===== config.mk =====
export PLATFORM = sky130hd
export DESIGN_NAME = alu_flag_unit
export DESIGN_NICKNAME = d
export VERILOG_FILES = /design/src/rtl/alu_flag_unit.sv
export SDC_FILE = /design/constraint.sdc
export NUM_CORES = 1
export LEC_CHECK = 0
export CAP_MARGIN = 10
export CELL_PAD_IN_SITES_DETAIL_PLACEMENT = 1
export CELL_PAD_IN_SITES_GLOBAL_PLACEMENT = 2
export CORE_AREA = 4 4 54 56
export DETAILED_ROUTE_END_ITERATION = 7
export DIE_AREA = 0 0 58 60
export GPL_TIMING_DRIVEN = 0
export PLACE_DENSITY_LB_ADDON = 0.08
export SETUP_SLACK_MARGIN = 0.2
export SLEW_MARGIN = 20
export SYNTH_ARGS = -nofsm -noshare
export SYNTH_HDL_FRONTEND = slang
export SYNTH_SLANG_ARGS = --single-unit
export TNS_END_PERCENT = 20

===== constraint.sdc =====
create_clock -name clk -period 1.45 [get_ports clk]
set_input_delay 0.29 -clock clk [delete_from_list [all_inputs] [get_ports clk]]
set_output_delay 0.29 -clock clk [all_outputs]
set_load 0.1 [all_outputs]

===== src/rtl/alu_flag_unit.sv =====
// Condition-flag register with forwarding branch-condition evaluator, sticky overflow
// and optional saturating overflow-event counter (enabled by OVF_COUNTER_EN).
module alu_flag_unit #(
   parameter int COUNT_W = 8
) (
   input  logic               clk,
   input  logic               rst_n,
   input  logic               alu_n,
   input  logic               alu_z,
   input  logic               alu_v,
   input  logic               alu_c,
   input  logic               set_flags,
   input  logic               clr_sticky,
   input  logic               cond_valid,
   input  logic [2:0]         cond,
   output logic [3:0]         flags,
   output logic               ovf_sticky,
   output logic [COUNT_W-1:0] ovf_count,
   output logic               res_valid,
   output logic               res_taken
);

   typedef enum logic [2:0] {
      COND_EQ = 3'd0,
      COND_NE = 3'd1,
      COND_LT = 3'd2,
      COND_GE = 3'd3,
      COND_GT = 3'd4,
      COND_LE = 3'd5,
      COND_VS = 3'd6,
      COND_AL = 3'd7
   } cond_e;

   logic [3:0] eff_flags;
   logic       eff_n;
   logic       eff_z;
   logic       eff_v;
   logic       n_xor_v;
   logic       taken_next;
   logic       ovf_event;
   cond_e      cond_code;

   // A flag-setting instruction in the query cycle is forwarded so that
   // compare-and-branch pairs issued together see the fresh flags.
   always_comb begin
      eff_flags = flags;
      if (set_flags) begin
         eff_flags = {alu_n, alu_z, alu_v, alu_c};
      end
   end

   assign eff_n     = eff_flags[3];
   assign eff_z     = eff_flags[2];
   assign eff_v     = eff_flags[1];
   assign n_xor_v   = eff_n ^ eff_v;
   assign cond_code = cond_e'(cond);
   assign ovf_event = set_flags & alu_v;

   always_comb begin
      taken_next = 1'b0;
      case (cond_code)
         COND_EQ: taken_next = eff_z;
         COND_NE: taken_next = ~eff_z;
         COND_LT: taken_next = n_xor_v;
         COND_GE: taken_next = ~n_xor_v;
         COND_GT: taken_next = ~eff_z & ~n_xor_v;
         COND_LE: taken_next = eff_z | n_xor_v;
         COND_VS: taken_next = eff_v;
         COND_AL: taken_next = 1'b1;
         default: taken_next = 1'b0;
      endcase
   end

   always_ff @(posedge clk) begin
      if (!rst_n) begin
         flags <= 4'b0000;
      end else if (set_flags) begin
         flags <= {alu_n, alu_z, alu_v, alu_c};
      end
   end

   // Query handshake: cond_valid at cycle t yields res_valid for exactly cycle t+1
   // with res_taken evaluated from the effective flags of cycle t; there is no
   // back-pressure, so a request may be issued every cycle.
   always_ff @(posedge clk) begin
      if (!rst_n) begin
         res_valid <= 1'b0;
         res_taken <= 1'b0;
      end else begin
         res_valid <= cond_valid;
         res_taken <= cond_valid & taken_next;
      end
   end

   // An overflow event in the clearing cycle wins so it is never lost.
   always_ff @(posedge clk) begin
      if (!rst_n) begin
         ovf_sticky <= 1'b0;
      end else if (ovf_event) begin
         ovf_sticky <= 1'b1;
      end else if (clr_sticky) begin
         ovf_sticky <= 1'b0;
      end
   end

`ifdef OVF_COUNTER_EN
   localparam logic [COUNT_W-1:0] COUNT_MAX = {COUNT_W{1'b1}};
   localparam logic [COUNT_W-1:0] COUNT_ONE = {{(COUNT_W-1){1'b0}}, 1'b1};

   logic [COUNT_W-1:0] count_q;
   logic [COUNT_W-1:0] count_next;

   always_comb begin
      count_next = count_q;
      if (ovf_event) begin
         if (clr_sticky) begin
            count_next = COUNT_ONE;
         end else if (count_q != COUNT_MAX) begin
            count_next = count_q + COUNT_ONE;
         end
      end else if (clr_sticky) begin
         count_next = '0;
      end
   end

   always_ff @(posedge clk) begin
      if (!rst_n) begin
         count_q <= '0;
      end else begin
         count_q <= count_next;
      end
   end

   assign ovf_count = count_q;
`else
   assign ovf_count = '0;
`endif

endmodule

==> out/results.txt, run 1 <==
Layout Nets = 86
Hold Crit Class = input pin to flip-flop
arrival time worst endpoint = 1.03 ns
yosys warns = 0
Num Clock Sinks = 7
delay-heaviest family, CP = buffers and inverters
Critical Path RT = 1.16 ns
top cells by area, synth = dfxtp_1 (33%), buf_4 (14%), mux2i_1 (12%)
Antenna diodes = 0
synthesized area = 428 um^2
Avg WL per Cell = 9.99 um
combinational family with the most area after synthesis = simple AND/OR/NAND/NOR gates
Yosys top cell by area = dfxtp_1
Fin. Hold Viols = 0
clock slew at reported path FFs = 0.05 ns
Slowest cell on crit path = buf_2
Placer Congestion = 0.647
IO Port Bufs = 17
Synth top area share = 32.7%
VDD IR-drop max = 0.375 mV
skew final = 0.00160 ns
cts hold-fix bufs = 0
root buf cell = clkbuf_4
Final Worst Setup Slack = 0.129 ns
Total GRT Usage = 6.67%
Max Clk Rate = 0.757 GHz
max-slew violations = 0
Residual DRC = 0
crit path time final = 1.32 ns
RSZ-0062 raised after global routing = true
Netlist cell types = 19
Mapped Cells = 45
initial core utilization = 17.6%
P&R area growth vs syn = 59.1%
simple-gate share of the synthesized area = 19.0%
mux contribution to synthesized area = 11.7%
number of synthesized register bits = 7
Die X = 58 um
clk_lat worst skew = 0.24 ns
I/O pins = 27
vias in the first global route = 434
MaxCap Viol Count = 0
initial antenna violation count = 0
drt first-iter violations = 0
reg2reg path depth = 5
CP peak stage delay = 0.43 ns
CTS tree = done
hpwl dp = 897 um
Via density = 3.60
global-route wire length before repair = 1760 um
post-synthesis compound-gate area fraction = 10.5%
drt first pass iters = 1
register area share after synthesis = 32.7%
Num CTS Buffers = 3
full die area = 3480 um^2
fin util = 28.0%
WS Path Type = flip-flop to output port
WL final = 1030 um
xor/xnor share of the synthesized area = 8.19%
H-tree depth = 1
Setup crit start kind = flip-flop
Power per Cell Area = 1000 nW/um^2
share of cells above drive strength 1 = 38.4%
pre-CTS WS = -0.326 ns
most frequent cells in the layout = buf_2 (8), buf_4 (8), conb_1 (8)
critical path fanouts, max = 3
total grt overflow = 0
WHS Path Cells = 3
FP Rows = 18
largest net degree at the start of global routing = 9
Core ar. = 2430 um^2
WP buf/inv = 1
Crit. path cell count = 1
Synth Area in Adders = 0%
Setup violations, final = 0
Final ANT Viol Nets = 0
clk buf depth = 2
Via Count = 371
Setup crit end kind = output port
final worst-path cycle share = 91.1%
status = complete, no violations
critical path, cell by cell = buf_2
static leakage = 0.326 nW
Synth Area per Inst = 9.51 um^2
DIE HEIGHT = 60 um
## worst paths after layout
kind,slack (ns),end,from
setup / recovery,0.13,flags[3],flags[3]
hold / removal,0.41,ovf_sticky,set_flags
setup reg to reg,0.14,res_taken,flags[3]
hold reg to reg,0.48,ovf_sticky,ovf_sticky
## final cells by class
class	count	area, um^2
fill	301	1750
multi-input combinational	34	262
clock buffer	4	26.3
buffer	9	65.1
tap	30	37.5
sequential	7	151
inverter	2	7.51
timing repair buffer	17	131
## layer usage
layer  vias to the layer above  share of wire [%]  GRT usage, %  wire [um]
met4                         0                  0          3.97          0
met5                         -                  0             0          0
li1                        187                  -             -          -
met3                         0                 12          1.94        120
met2                        19                 47          11.9        481
met1                       165                 42          6.87        428
## kinds of logic (layout without fill, tap and decap cells)
logic type / count (synthesis) / in the layout
multiplexers: 5 / 5
AND/OR/NAND/NOR: 13 / 13
buffers and inverters: 11 / 32
other: 1 / 8
flip-flops: 7 / 7
AO/OA/AOI/OAI: 4 / 4
XOR/XNOR: 4 / 4
## sequential cells by signal, summed over array words and instances, names as in the netlist
| register | flops |
|---|---|
| res_taken | 1 |
| flags | 4 |
| res_valid | 1 |
| ovf_sticky | 1 |
## worst min-delay path: stages
cell      delay [ns]
buf_2           0.17
nand2_1         0.08
a21boi_0        0.07
## per-stage QoR
stage	power, mW	instance area, um^2	setup TNS [ns]	instances	hold slack (ns)
4_1_cts	0.697	681	0	103	0.426
6_report	0.683	681	0	103	0.415
3_5_place_dp	0.529	686	-2.35	99	0.479
5_1_grt	0.723	681	0	103	0.451
2_1_floorplan	0.461	478	0	52	0.410
3_3_place_gp	0.529	686	-2.35	99	0.475
## what timing repair did
item                       in CTS  in global routing
pin swaps                       5                  0
setup endpoints to repair       8                  8
buffers inserted                0                  0
gates resized for setup        42                  0
## synth_stat cells
cell type,count
a21boi_0,1
buf_2,1
buf_4,8
conb_1,1
dfxtp_1,7
inv_1,2
mux2i_1,5
nand2_1,2
nand2b_1,1
nand3_1,1
nand3b_1,1
nor2_1,1
nor2b_1,5
nor3b_1,1
nor3b_2,1
o21ai_0,1
o32ai_2,2
xnor2_1,1
xor2_1,3
## power breakdown
part | internal (mW) | leakage, nW | switching (mW)
logic | 0.0764 | 0.251 | 0.223
clock network | 0.105 | 0.0150 | 0.0686
registers | 0.202 | 0.0598 | 0.00762
total | 0.384 | 0.326 | 0.299
Note: power is estimated with default switching activity, not from simulation.
==> run 2: changes to the inputs <==
--- a/config.mk
+++ b/config.mk
@@ -8,9 +8,10 @@
 export CAP_MARGIN = 10
 export CELL_PAD_IN_SITES_DETAIL_PLACEMENT = 1
 export CELL_PAD_IN_SITES_GLOBAL_PLACEMENT = 2
-export CORE_AREA = 4 4 54 56
+export CORE_AREA = 4 4 43 45
 export DETAILED_ROUTE_END_ITERATION = 7
-export DIE_AREA = 0 0 58 60
+export DIE_AREA = 0 0 47 49
+export DONT_BUFFER_PORTS = 1
 export GPL_TIMING_DRIVEN = 0
 export PLACE_DENSITY_LB_ADDON = 0.08
 export SETUP_SLACK_MARGIN = 0.2
==> run 2 against run 1 <==
The flow now finishes with violations (negative setup slack). Via count decreased by 14%. Setup slack got worse by 0.14 ns. Register-to-register slack got worse by 0.15 ns. Die area decreased by 34%. First-iteration DRC count increased by 3. Non-clock buffer count decreased by 17. Final cell count decreased by 30%. Critical path type is now flip-flop to flip-flop. Count of clock-buffer cells in the layout unchanged. Clock skew increased by 0.0025 ns. Fmax decreased by 9.6%.
==> out/results.txt, run 2 (synthesis results as in run 1) <==
status = finished with violations (was complete, no violations)
violated checks = negative setup slack
root buf cell = clkbuf_4 (unchanged)
Avg WL per Cell = 13.8 um (was 9.99 um)
largest net degree at the start of global routing = 9 (unchanged)
FP Rows = 14 (was 18)
WL final = 993 um (was 1030 um)
Core ar. = 1470 um^2 (was 2430 um^2)
clk_lat worst skew = 0.25 ns (was 0.24 ns)
max-slew violations = 0 (unchanged)
I/O pins = 27 (unchanged)
reg2reg path depth = 5 (unchanged)
share of cells above drive strength 1 = 42.9% (was 38.4%)
Crit. path cell count = 5 (was 1)
Fin. Hold Viols = 0 (unchanged)
Power per Cell Area = 1210 nW/um^2 (was 1000 nW/um^2)
MaxCap Viol Count = 0 (unchanged)
Slew headroom = 65.1%
Worst setup endpoint = res_taken (was flags[3])
drt first-iter violations = 3 (was 0)
Most flops, register = flags (unchanged)
global-route wire length before repair = 1440 um (was 1760 um)
Die X = 47 um (was 58 um)
Total GRT Usage = 9.31% (was 6.67%)
Slowest cell on crit path = dfxtp_4 (was buf_2)
H-tree depth = 1 (unchanged)
Max Clk Rate = 0.685 GHz (was 0.757 GHz)
IO Port Bufs = 0 (was 17)
vias in the first global route = 338 (was 434)
CTS tree = done (unchanged)
skew final = 0.00414 ns (was 0.00160 ns)
Final Worst Setup Slack = -0.0104 ns (was 0.129 ns)
CP peak stage delay = 0.57 ns (was 0.43 ns)
setup bufs post-CTS = 0 (unchanged)
Final ANT Viol Nets = 0 (unchanged)
Critical Path RT = 1.59 ns (was 1.16 ns)
Setup violations, final = 1 (was 0)
full die area = 2300 um^2 (was 3480 um^2)
DIE HEIGHT = 49 um (was 60 um)
VDD IR-drop max = 0.480 mV (was 0.375 mV)
Crit path top cell by count = o32ai_2
hpwl dp = 838 um (was 897 um)
Setup crit start kind = flip-flop (unchanged)
clock slew at reported path FFs = 0.05 ns (about the same)
Setup crit end kind = flip-flop (was output port)
WS Path Type = flip-flop to flip-flop (was flip-flop to output port)
Antenna diodes = 0 (unchanged)
flop-to-flop setup slack = -0.01 ns (was 0.14 ns)
final worst-path cycle share = 101% (was 91.1%)
Hold Crit Class = input pin to flip-flop (unchanged)
critical path fanouts, max = 3 (unchanged)
FF-to-FF End = res_taken (unchanged)
Via Count = 319 (was 371)
arrival time worst endpoint = 1.60 ns (was 1.03 ns)
clk buf depth = 2 (unchanged)
drt first pass iters = 2 (was 1)
critical path, cell by cell = xor2_4 -> nor3b_2 -> o32ai_2 -> xor2_1 -> o32ai_2 (was buf_2)
max FFs per register = 4 (unchanged)
total power = 653 uW (was 683 uW)
Critical R2R Launch = flags[1] (was flags[3])
P&R area growth vs syn = 26.3% (was 59.1%)
Placer Congestion = 0.754 (was 0.647)
Slew @ Worst Pin = 0.524 ns
RSZ-0062 raised after global routing = true (unchanged)
Worst setup startpoint = flags[1] (was flags[3])
delay-heaviest family, CP = flip-flops (was buffers and inverters)
total grt overflow = 0 (unchanged)
Via density = 4.43 (was 3.60)
Layout Nets = 69 (was 86)
Num CTS Buffers = 3 (unchanged)
final setup TNS = -0.0104 ns (was 0 ns)
static leakage = 0.249 nW (was 0.326 nW)
WP buf/inv = 0 (was 1)
Residual DRC = 0 (unchanged)
Num Clock Sinks = 7 (unchanged)
most frequent cells in the layout = buf_4 (8), conb_1 (8), mux2i_1 (5), nor2b_1 (5), dfxtp_2 (4) (was buf_2 (8), buf_4 (8), conb_1 (8))
cts hold-fix bufs = 0 (unchanged)
crit path time final = 1.46 ns (was 1.32 ns)
initial core utilization = 29.1% (was 17.6%)
initial antenna violation count = 0 (unchanged)
-- run 2: cell types whose count changed in the layout (fill, tap and decap cells not counted), moves of 2 or more --
| cell | previous run | this run |
|---|---|---|
| dlygate4sd2_1 | 3 | 0 |
| clkdlybuf4s50_1 | 6 | 0 |
| dfxtp_1 | 4 | 0 |
| buf_2 | 8 | 1 |
| xor2_2 | 2 | 0 |
| dfxtp_2 | 0 | 4 |
-- run 2: metrics by stage --
step                worst slack (ns)  cell area, um^2  instances  util [%]  hold slack [ns]
detailed placement           -0.0334              498         68      33.8            0.417
global placement            -0.00451              498         68      33.8            0.413
CTS                          -0.0389              529         72      36.0            0.129
finish                       -0.0104              541         72      36.7            0.141
floorplan                     0.0618              478         52         -            0.410
global route                  -0.108              541         72      36.7            0.137
-- run 2: how the worst min path moves through the flow --
stage                     startpoint         to  slack (ns)  depth (start not counted)
after floorplan              cond[1]  res_taken        0.41                          1
after global placement       cond[1]  res_taken        0.41                          1
after detailed placement     cond[1]  res_taken        0.42                          1
after CTS                    cond[1]  res_taken        0.13                          1
after global routing         cond[1]  res_taken        0.14                          1
final                        cond[1]  res_taken        0.14                          1
-- run 2: cell type report --
cell class                      instances  area (um^2)
Multi-Input combinational cell         34          265
Inverter                                2         7.51
Tap cell                               16         20.0
Buffer                                  9         65.1
Clock buffer                            4         26.3
Sequential cell                         7          156
Fill cell                             175          931
-- run 2: where the power goes --
part	total [mW]	leakage, nW	internal, mW	switching, mW
clock	0.179	0.0150	0.105	0.0738
combinational	0.173	0.173	0.0502	0.122
sequential	0.301	0.0612	0.204	0.0970
total	0.653	0.249	0.360	0.293
-- run 2: what timing repair did --
action                                  4_1_cts  5_1_grt
pin swaps                                     1        2
resized for setup                             4        1
endpoints found under the setup margin        7        1
-- run 2: layer usage --
layer / share of wire, % / global-route usage [%] / vias up
met5: 0 / 0 / -
met4: 1.0 / 4.15 / 0
met3: 17 / 9.59 / 2
met2: 50 / 14.3 / 18
met1: 32 / 7.51 / 146
li1: - / - / 153
-- run 2: worst reg2reg max path, stage by stage (launching register included) --
cell	delay, ns
dfxtp_4	0.57
xor2_4	0.20
nor3b_2	0.07
o32ai_2	0.22
xor2_1	0.20
o32ai_2	0.09
